## config.mk

```make
export PLATFORM = sky130hd
export DESIGN_NAME = offnariscv_trace_monitor_flat
export DESIGN_NICKNAME = d
export VERILOG_FILES = /design/src/rtl/offnariscv_trace_monitor_if.sv /design/src/rtl/offnariscv_trace_monitor.sv /design/src/flat_wrapper.sv
export SDC_FILE = /design/constraint.sdc
export NUM_CORES = 2
export LEC_CHECK = 0
export ABC_CLOCK_PERIOD_IN_PS = 36000
export CAP_MARGIN = 20
export CORE_UTILIZATION = 40
export CTS_BUF_LIST = sky130_fd_sc_hd__clkbuf_2 sky130_fd_sc_hd__clkbuf_4 sky130_fd_sc_hd__clkbuf_8
export DETAILED_ROUTE_END_ITERATION = 10
export PLACE_DENSITY_LB_ADDON = 0.25
export SYNTH_ARGS = -nofsm -noshare
export SYNTH_HDL_FRONTEND = slang
export SYNTH_SLANG_ARGS = --single-unit
```

## constraint.sdc

```tcl
create_clock -name clk -period 36 [get_ports clk]
set_input_delay 5.4 -clock clk [delete_from_list [all_inputs] [get_ports clk]]
set_output_delay 5.4 -clock clk [all_outputs]
set_load 0.1 [all_outputs]
```

## src/rtl/offnariscv_trace_monitor_if.sv

```systemverilog
// rtl/offnariscv_trace_monitor_if.sv - AXI-Stream style event port for the trace monitor
// Carries one serialised trace event per beat from the monitor to the host-side sink.
interface offnariscv_trace_monitor_if #(
  parameter int EV_WIDTH = 101
);
  logic                tvalid;
  logic                tready;
  logic [EV_WIDTH-1:0] tdata;

  modport master (output tvalid, output tdata, input tready);
  modport slave  (input tvalid, input tdata, output tready);
endinterface

```

## src/rtl/offnariscv_trace_monitor.sv

```systemverilog
// rtl/offnariscv_trace_monitor.sv - pipeline event tracer with timestamped AXIS event stream
// Captures stage acceptances, retirements and flush ranges into slots, arbitrates them into a FIFO.
module offnariscv_trace_monitor #(
  parameter int NUM_STAGES = 6,
  parameter int ID_WIDTH   = 64,
  parameter int TS_WIDTH   = 32,
  parameter int FIFO_DEPTH = 16
) (
  input  logic                           clk,
  input  logic                           rst_n,
  input  logic                           enable,
  input  logic [NUM_STAGES-1:0]          stage_ack,
  input  logic [NUM_STAGES*ID_WIDTH-1:0] stage_id,
  input  logic                           retire_valid,
  input  logic [ID_WIDTH-1:0]            retire_id,
  input  logic                           flush_valid,
  input  logic [ID_WIDTH-1:0]            flush_first_id,
  input  logic [ID_WIDTH-1:0]            flush_last_id,
  offnariscv_trace_monitor_if.master     m,
  output logic [15:0]                    drop_count,
  output logic                           busy
);

  localparam int STAGE_W  = (NUM_STAGES > 1) ? $clog2(NUM_STAGES) : 1;
  localparam int EV_WIDTH = 2 + STAGE_W + ID_WIDTH + TS_WIDTH;
  localparam int NSLOT    = NUM_STAGES + 1;
  localparam int AW       = $clog2(FIFO_DEPTH);

  localparam logic [1:0] KIND_STAGE    = 2'd0;
  localparam logic [1:0] KIND_RETIRE   = 2'd1;
  localparam logic [1:0] KIND_FLUSH    = 2'd2;
  localparam logic [1:0] KIND_OVERFLOW = 2'd3;

  typedef enum logic {IDLE, WALK} walk_state_t;

  function automatic logic [15:0] sat_add16(input logic [15:0] a, input logic [15:0] b);
    logic [16:0] s;
    s = {1'b0, a} + {1'b0, b};
    return s[16] ? 16'hFFFF : s[15:0];
  endfunction

  // Assertion is immediate; release is re-timed so every flop leaves reset on the same edge.
  logic [1:0] rst_sync;
  logic       rst_int_n;

  always_ff @(posedge clk or negedge rst_n) begin
    if (!rst_n) rst_sync <= 2'b00;
    else        rst_sync <= {rst_sync[0], 1'b1};
  end
  assign rst_int_n = rst_sync[1];

  logic [TS_WIDTH-1:0] ts;

  logic [NSLOT-1:0]    slot_v;
  logic [ID_WIDTH-1:0] slot_id [NSLOT];
  logic [TS_WIDTH-1:0] slot_ts [NSLOT];
  logic [NSLOT-1:0]    pulse;
  logic [ID_WIDTH-1:0] pulse_id [NSLOT];

  walk_state_t         state;
  logic [ID_WIDTH-1:0] walk_cur;
  logic [ID_WIDTH-1:0] walk_last;
  logic [TS_WIDTH-1:0] walk_ts;

  logic [15:0] ovf_cnt;
  logic [15:0] drop_cnt;
  logic [15:0] n_drop;

  logic [EV_WIDTH-1:0] mem [FIFO_DEPTH];
  logic [AW-1:0]       wr_ptr;
  logic [AW-1:0]       rd_ptr;
  logic [AW:0]         count;
  logic                fifo_empty;
  logic                fifo_full;
  logic                pop;
  logic                room;

  logic                wr_en;
  logic [EV_WIDTH-1:0] wr_data;
  logic                grant_ovf;
  logic                grant_flush;
  logic [NSLOT-1:0]    grant_slot;

  assign fifo_empty = (count == '0);
  assign fifo_full  = (count == (AW+1)'(FIFO_DEPTH));
  assign pop        = !fifo_empty && m.tready;
  // A full FIFO still accepts a write in the same cycle it is being drained.
  assign room       = !fifo_full || pop;

  // Slot NUM_STAGES is the retire slot; the rest map one-to-one onto stages.
  always_comb begin
    for (int i = 0; i < NUM_STAGES; i++) begin
      pulse[i]    = stage_ack[i];
      pulse_id[i] = stage_id[i*ID_WIDTH +: ID_WIDTH];
    end
    pulse[NUM_STAGES]    = retire_valid;
    pulse_id[NUM_STAGES] = retire_id;
  end

  always_comb begin
    wr_en       = 1'b0;
    wr_data     = '0;
    grant_ovf   = 1'b0;
    grant_flush = 1'b0;
    grant_slot  = '0;
    if (room) begin
      if (ovf_cnt != 16'd0) begin
        grant_ovf = 1'b1;
        wr_en     = 1'b1;
        wr_data   = {KIND_OVERFLOW, STAGE_W'(0), ID_WIDTH'(ovf_cnt), ts};
      end else if (state == WALK) begin
        grant_flush = 1'b1;
        wr_en       = 1'b1;
        wr_data     = {KIND_FLUSH, STAGE_W'(0), walk_cur, walk_ts};
      end else begin
        for (int i = NSLOT - 1; i >= 0; i--) begin
          if (slot_v[i] && !wr_en) begin
            grant_slot[i] = 1'b1;
            wr_en         = 1'b1;
            if (i == NUM_STAGES)
              wr_data = {KIND_RETIRE, STAGE_W'(0), slot_id[i], slot_ts[i]};
            else
              wr_data = {KIND_STAGE, STAGE_W'(i), slot_id[i], slot_ts[i]};
          end
        end
      end
    end
  end

  always_comb begin
    n_drop = 16'd0;
    if (enable) begin
      for (int i = 0; i < NSLOT; i++) begin
        if (pulse[i] && slot_v[i] && !grant_slot[i]) n_drop = n_drop + 16'd1;
      end
      if (flush_valid && (state == WALK)) n_drop = n_drop + 16'd1;
    end
  end

  always_ff @(posedge clk or negedge rst_int_n) begin
    if (!rst_int_n) begin
      ts       <= '0;
      ovf_cnt  <= '0;
      drop_cnt <= '0;
    end else begin
      if (enable) ts <= ts + 1'b1;
      drop_cnt <= sat_add16(drop_cnt, n_drop);
      ovf_cnt  <= grant_ovf ? n_drop : sat_add16(ovf_cnt, n_drop);
    end
  end

  // A granted slot can take a new pulse in the same cycle without losing it.
  always_ff @(posedge clk or negedge rst_int_n) begin
    if (!rst_int_n) begin
      slot_v <= '0;
      for (int i = 0; i < NSLOT; i++) begin
        slot_id[i] <= '0;
        slot_ts[i] <= '0;
      end
    end else begin
      for (int i = 0; i < NSLOT; i++) begin
        if (enable && pulse[i] && (!slot_v[i] || grant_slot[i])) begin
          slot_v[i]  <= 1'b1;
          slot_id[i] <= pulse_id[i];
          slot_ts[i] <= ts;
        end else if (grant_slot[i]) begin
          slot_v[i] <= 1'b0;
        end
      end
    end
  end

  always_ff @(posedge clk or negedge rst_int_n) begin
    if (!rst_int_n) begin
      state     <= IDLE;
      walk_cur  <= '0;
      walk_last <= '0;
      walk_ts   <= '0;
    end else begin
      case (state)
        IDLE: begin
          if (enable && flush_valid && (flush_first_id <= flush_last_id)) begin
            walk_cur  <= flush_first_id;
            walk_last <= flush_last_id;
            walk_ts   <= ts;
            state     <= WALK;
          end
        end
        WALK: begin
          if (grant_flush) begin
            if (walk_cur == walk_last) state <= IDLE;
            else                       walk_cur <= walk_cur + 1'b1;
          end
        end
        default: state <= IDLE;
      endcase
    end
  end

  always_ff @(posedge clk) begin
    if (wr_en) mem[wr_ptr] <= wr_data;
  end

  always_ff @(posedge clk or negedge rst_int_n) begin
    if (!rst_int_n) begin
      wr_ptr <= '0;
      rd_ptr <= '0;
      count  <= '0;
    end else begin
      if (wr_en) wr_ptr <= wr_ptr + 1'b1;
      if (pop)   rd_ptr <= rd_ptr + 1'b1;
      case ({wr_en, pop})
        2'b10:   count <= count + 1'b1;
        2'b01:   count <= count - 1'b1;
        default: count <= count;
      endcase
    end
  end

  assign m.tvalid   = !fifo_empty;
  assign m.tdata    = fifo_empty ? '0 : mem[rd_ptr];
  assign drop_count = drop_cnt;
  assign busy       = (|slot_v) || (state == WALK) || !fifo_empty;

endmodule

```

## src/flat_wrapper.sv

```systemverilog
// flat-port wrapper written by rule: the top's interface ports become plain ports
module offnariscv_trace_monitor_flat 
#(
  parameter int NUM_STAGES = 6,
  parameter int ID_WIDTH   = 64,
  parameter int TS_WIDTH   = 32,
  parameter int FIFO_DEPTH = 16
)
  (clk, rst_n, enable, stage_ack, stage_id, retire_valid, retire_id, flush_valid, flush_first_id, flush_last_id, drop_count, busy, m_tvalid, m_tdata, m_tready);
  offnariscv_trace_monitor_if m_i ();
  input  logic clk;
  input  logic rst_n;
  input  logic enable;
  input  logic [NUM_STAGES-1:0] stage_ack;
  input  logic [NUM_STAGES*ID_WIDTH-1:0] stage_id;
  input  logic retire_valid;
  input  logic [ID_WIDTH-1:0] retire_id;
  input  logic flush_valid;
  input  logic [ID_WIDTH-1:0] flush_first_id;
  input  logic [ID_WIDTH-1:0] flush_last_id;
  output logic [15:0] drop_count;
  output logic busy;
  output wire logic [$bits(m_i.tvalid)-1:0] m_tvalid;
  output wire logic [$bits(m_i.tdata)-1:0] m_tdata;
  input wire logic [$bits(m_i.tready)-1:0] m_tready;
  assign m_tvalid = m_i.tvalid;
  assign m_tdata = m_i.tdata;
  assign m_i.tready = m_tready;
  offnariscv_trace_monitor #(.NUM_STAGES(NUM_STAGES), .ID_WIDTH(ID_WIDTH), .TS_WIDTH(TS_WIDTH), .FIFO_DEPTH(FIFO_DEPTH)) u_core (.clk(clk), .rst_n(rst_n), .enable(enable), .stage_ack(stage_ack), .stage_id(stage_id), .retire_valid(retire_valid), .retire_id(retire_id), .flush_valid(flush_valid), .flush_first_id(flush_first_id), .flush_last_id(flush_last_id), .m(m_i), .drop_count(drop_count), .busy(busy));
endmodule
```

==> flow_summary_export.csv <==
group,metric,value,unit
clock_network,cts_resized,0,
clock_network,insertion_delay,1.06,ns
clock_network,clkTransAtPathRegs,0.06,ns
floorplan,row_count,189,
clock_network,tritoncts,"done",
synth,synthesis.area_per_instance,16.9,um2
finish,layout_area_growth_over_synthesis,19.6,%
sta,rsz0062_at_grt,"false",
route,drtAntennaViolNets,0,
sta,finalWorstPathRequiredPeriod,13.78,ns
sta,tns,0,ns
clock_network,cts_max_level,5,
sta,setup_violations,0,
floorplan,die_area,0.268,mm2
clock_network,cts_made_buffers,421,
placement,place.gp.congestion,0.940,
floorplan,starting_density_of_the_core,40.2,%
run_status,outcome,"finished clean",
clock_network,cts.sink_count,2535,
finish,multi_input_comb_area,0.0330,mm2
route,drcViolationCount,0,
synth,synthDistinctLibCells,80,
global_routing,overflow,0,
job,max_cap_violations,0,
clock_network,root_buffer,"sky130_fd_sc_hd__clkbuf_8",
sta,fin_skew,0.0989,ns
global_routing,antenna_found_initial,109,
synth,yosys_register_bits,2535,
hold_path,hold_class,"reg -> reg",
synth,synthDominantCellAreaShare,45.6,%
floorplan,die_span_in_x,518,um
critical_path,timing.setup.critical_path_class,"in -> reg",
clock_network,cts_hold_buf,0,
critical_path,worst_ep_required_time,36.89,ns
route,via_count,63400,
power,ir_worst_vdd,0.143,mV
sta,setup_slack,22.22,ns
route,dr.first_iter.drc_count,5726,
synth,synthesis.area,0.106,mm2
global_routing,first_pass_grt_wire_length,464000,um
clock_network,cts_buffer_depth,4,
sta,worst_pin_slew,1.38,ns
clock_network,postCtsSetupRepairBufs,0,
route,detail_route.wirelength,326000,um
sta,max-slew-margin-rel,8.15,%
route,vias_per_cell,5.70,
power,leakage,47.3,nW
critical_path,timing.critical_path.slowest_stage_cell,"sky130_fd_sc_hd__clkdlybuf4s50_1",
route,post_drt_wl_per_cell,29.2,um
global_routing,grt_util_all_layers,23.9,%
critical_path,crit_path_frequent_cell,"sky130_fd_sc_hd__ha_1",
synth,netlist.top_cell.by_area,"sky130_fd_sc_hd__edfxtp_1",
placement,port_buffers,706,
critical_path,critPathBufInv,4,
floorplan,pin_count,707,
route,dr.pass1.iters,5,
finish,finalNetCount,7914,
synth,yosys-top-cells-area,"sky130_fd_sc_hd__edfxtp_1 46%, sky130_fd_sc_hd__dfrtp_1 22%, sky130_fd_sc_hd__mux4_2 11%",
critical_path,critical_path.max_stage_delay,0.67,ns
critical_path,critPathMaxFanout,59,
floorplan,core,0.265,mm2
synth,yosys_most_used_dff,"sky130_fd_sc_hd__edfxtp_1",
sta,post-route-period-util,38.3,%
critical_path,critical_path_arrival,14.67,ns
synth,synth.cells.most_frequent,"1616 x sky130_fd_sc_hd__edfxtp_1, 919 x sky130_fd_sc_hd__dfrtp_1, 765 x sky130_fd_sc_hd__mux2_2, 505 x sky130_fd_sc_hd__mux4_2, 362 x sky130_fd_sc_hd__clkbuf_1",
critical_path,worst_setup_path_end_kind,"flip-flop",
synth,ys_seq_area_share,67.2,%
global_routing,first_global_vias,64600,
sta,final_max_slew_viol_count,0,
synth,leading_cell_type_by_number_of_instances_after_synthesis,"sky130_fd_sc_hd__edfxtp_1",
finish,fillCellCount,22500,
placement,dp_hpwl,206000,um
sta,max_freq,72.5,MHz
synth,synth_edf_count,1616,
synth,synth_cells,6312,
finish,layout-drive-gt1-share,29.9,%
synth,yosys_warnings,0,
critical_path,cp-start-kind,"input pin",
sta,final_hold_viol_count,0,
power,p_per_area,94.7,mW/mm2
finish,area.sequential,0.0716,mm2
placement,dpl_worst_slack,21.22,ns
global_routing,grt_start_max_net_pins,168,
floorplan,die_h,518,um
critical_path,timing.critical_path.max_delay_family,"simple AND/OR/NAND/NOR gates",
synth,asyncSetResetFlopFracSynth,36.3,%
state kept, by name, summed over array words and instances (netlist names), 5 cells and up:
signal / cells
u_core.count: 5
u_core.drop_count: 16
u_core.mem: 1616
u_core.ovf_cnt: 16
u_core.slot_id: 448
u_core.slot_ts: 224
u_core.slot_v: 7
u_core.ts: 32
u_core.walk_cur: 64
u_core.walk_last: 64
u_core.walk_ts: 32
cells in the final DEF (no fill, tap or decap), drive strengths merged, types with 22 or more instances in the layout:
master and n:
a21o 26, a21oi 100, a221o 48, a221oi 162, a22oi 97, and2 112
and3 28, buf 220, clkbuf 609, clkdlybuf4s50 704, clkinv 112, dfrtp 919
diode 51, edfxtp 1616, ha 97, inv 159, mux2 765, mux2i 33
mux4 505, nand2 252, nand3 158, nand4 64, nor2 86, nor2b 22
nor3 45, nor4 28, o211ai 47, o21ai 198, or3 42, xnor2 83
xor2 32
path summary, 6_finish.rpt:
kind | slack, ns | to | cells after the start | start
setup / recovery | 22.22 | u_core.ovf_cnt[13] | 37 | m_tready
hold / removal | 0.35 | u_core.rst_sync[1] | 0 | u_core.rst_sync[0]
setup reg to reg | 26.67 | u_core.ovf_cnt[13] | 36 | u_core.count[1]
hold reg to reg | 0.35 | u_core.rst_sync[1] | 0 | u_core.rst_sync[0]
max in group asynchronous | 31.18 | u_core.rst_sync[1] | 1 | rst_n
min in group asynchronous | 0.40 | u_core.slot_id[10] | 0 | u_core.rst_sync[1]
layer usage:
metal  vias to the layer above  track usage [%]  part of all wire (%)
li1                      26700                -                     -
met4                        78             8.58                   3.7
met2                      2507             37.8                    47
met5                         -                0                  0.15
met3                       594             5.89                   7.7
met1                     33500             31.9                    41
power by group:
part / total, mW / switching [mW] / internal, mW
combinational: 4.98 / 3.29 / 1.69
clock: 2.60 / 1.17 / 1.43
sequential: 4.48 / 0.341 / 4.13
total: 12.1 / 4.80 / 7.25
final cells by class:
cell class              instances  share of cell area (%)
multi-input cells            3191                    25.9
inverters                     145                   0.430
diodes                         51                   0.100
well taps                    3533                    3.47
clock buffers                 601                    5.84
clock inverters               148                   0.893
flip-flops and latches       2535                    56.2
repair buffers                932                    7.11
through the flow:
| step | instance area [um2] | std cells | hold slack (ns) | power [mW] | utilization, % |
|---|---|---|---|---|---|
| finish | 127000 | 11100 | 0.347 | 12.1 | 48.0 |
| global route | 127000 | 11100 | 0.361 | 12.5 | 48.0 |
| CTS | 127000 | 11100 | 0.351 | 12.1 | 47.9 |
| detailed placement | 118000 | 10300 | 0.337 | 9.50 | 44.6 |
| global placement | 118000 | 10300 | 0.341 | 9.39 | 44.5 |
| floorplan | 106000 | 6317 | 0.331 | 7.72 | - |
kinds of logic after synthesis:
kind of cell,Yosys count,synth area share [%]
adder cells (fa/ha/maj),100,1.20
flip-flops,2535,67.2
AND/OR/NAND/NOR,885,4.24
other,2,0.00706
XOR/XNOR,117,1.01
AO/OA/AOI/OAI,779,5.12
buffers and inverters,591,2.12
multiplexers,1303,19.1
No activity file was read; power rests on OpenSTA's default activity.
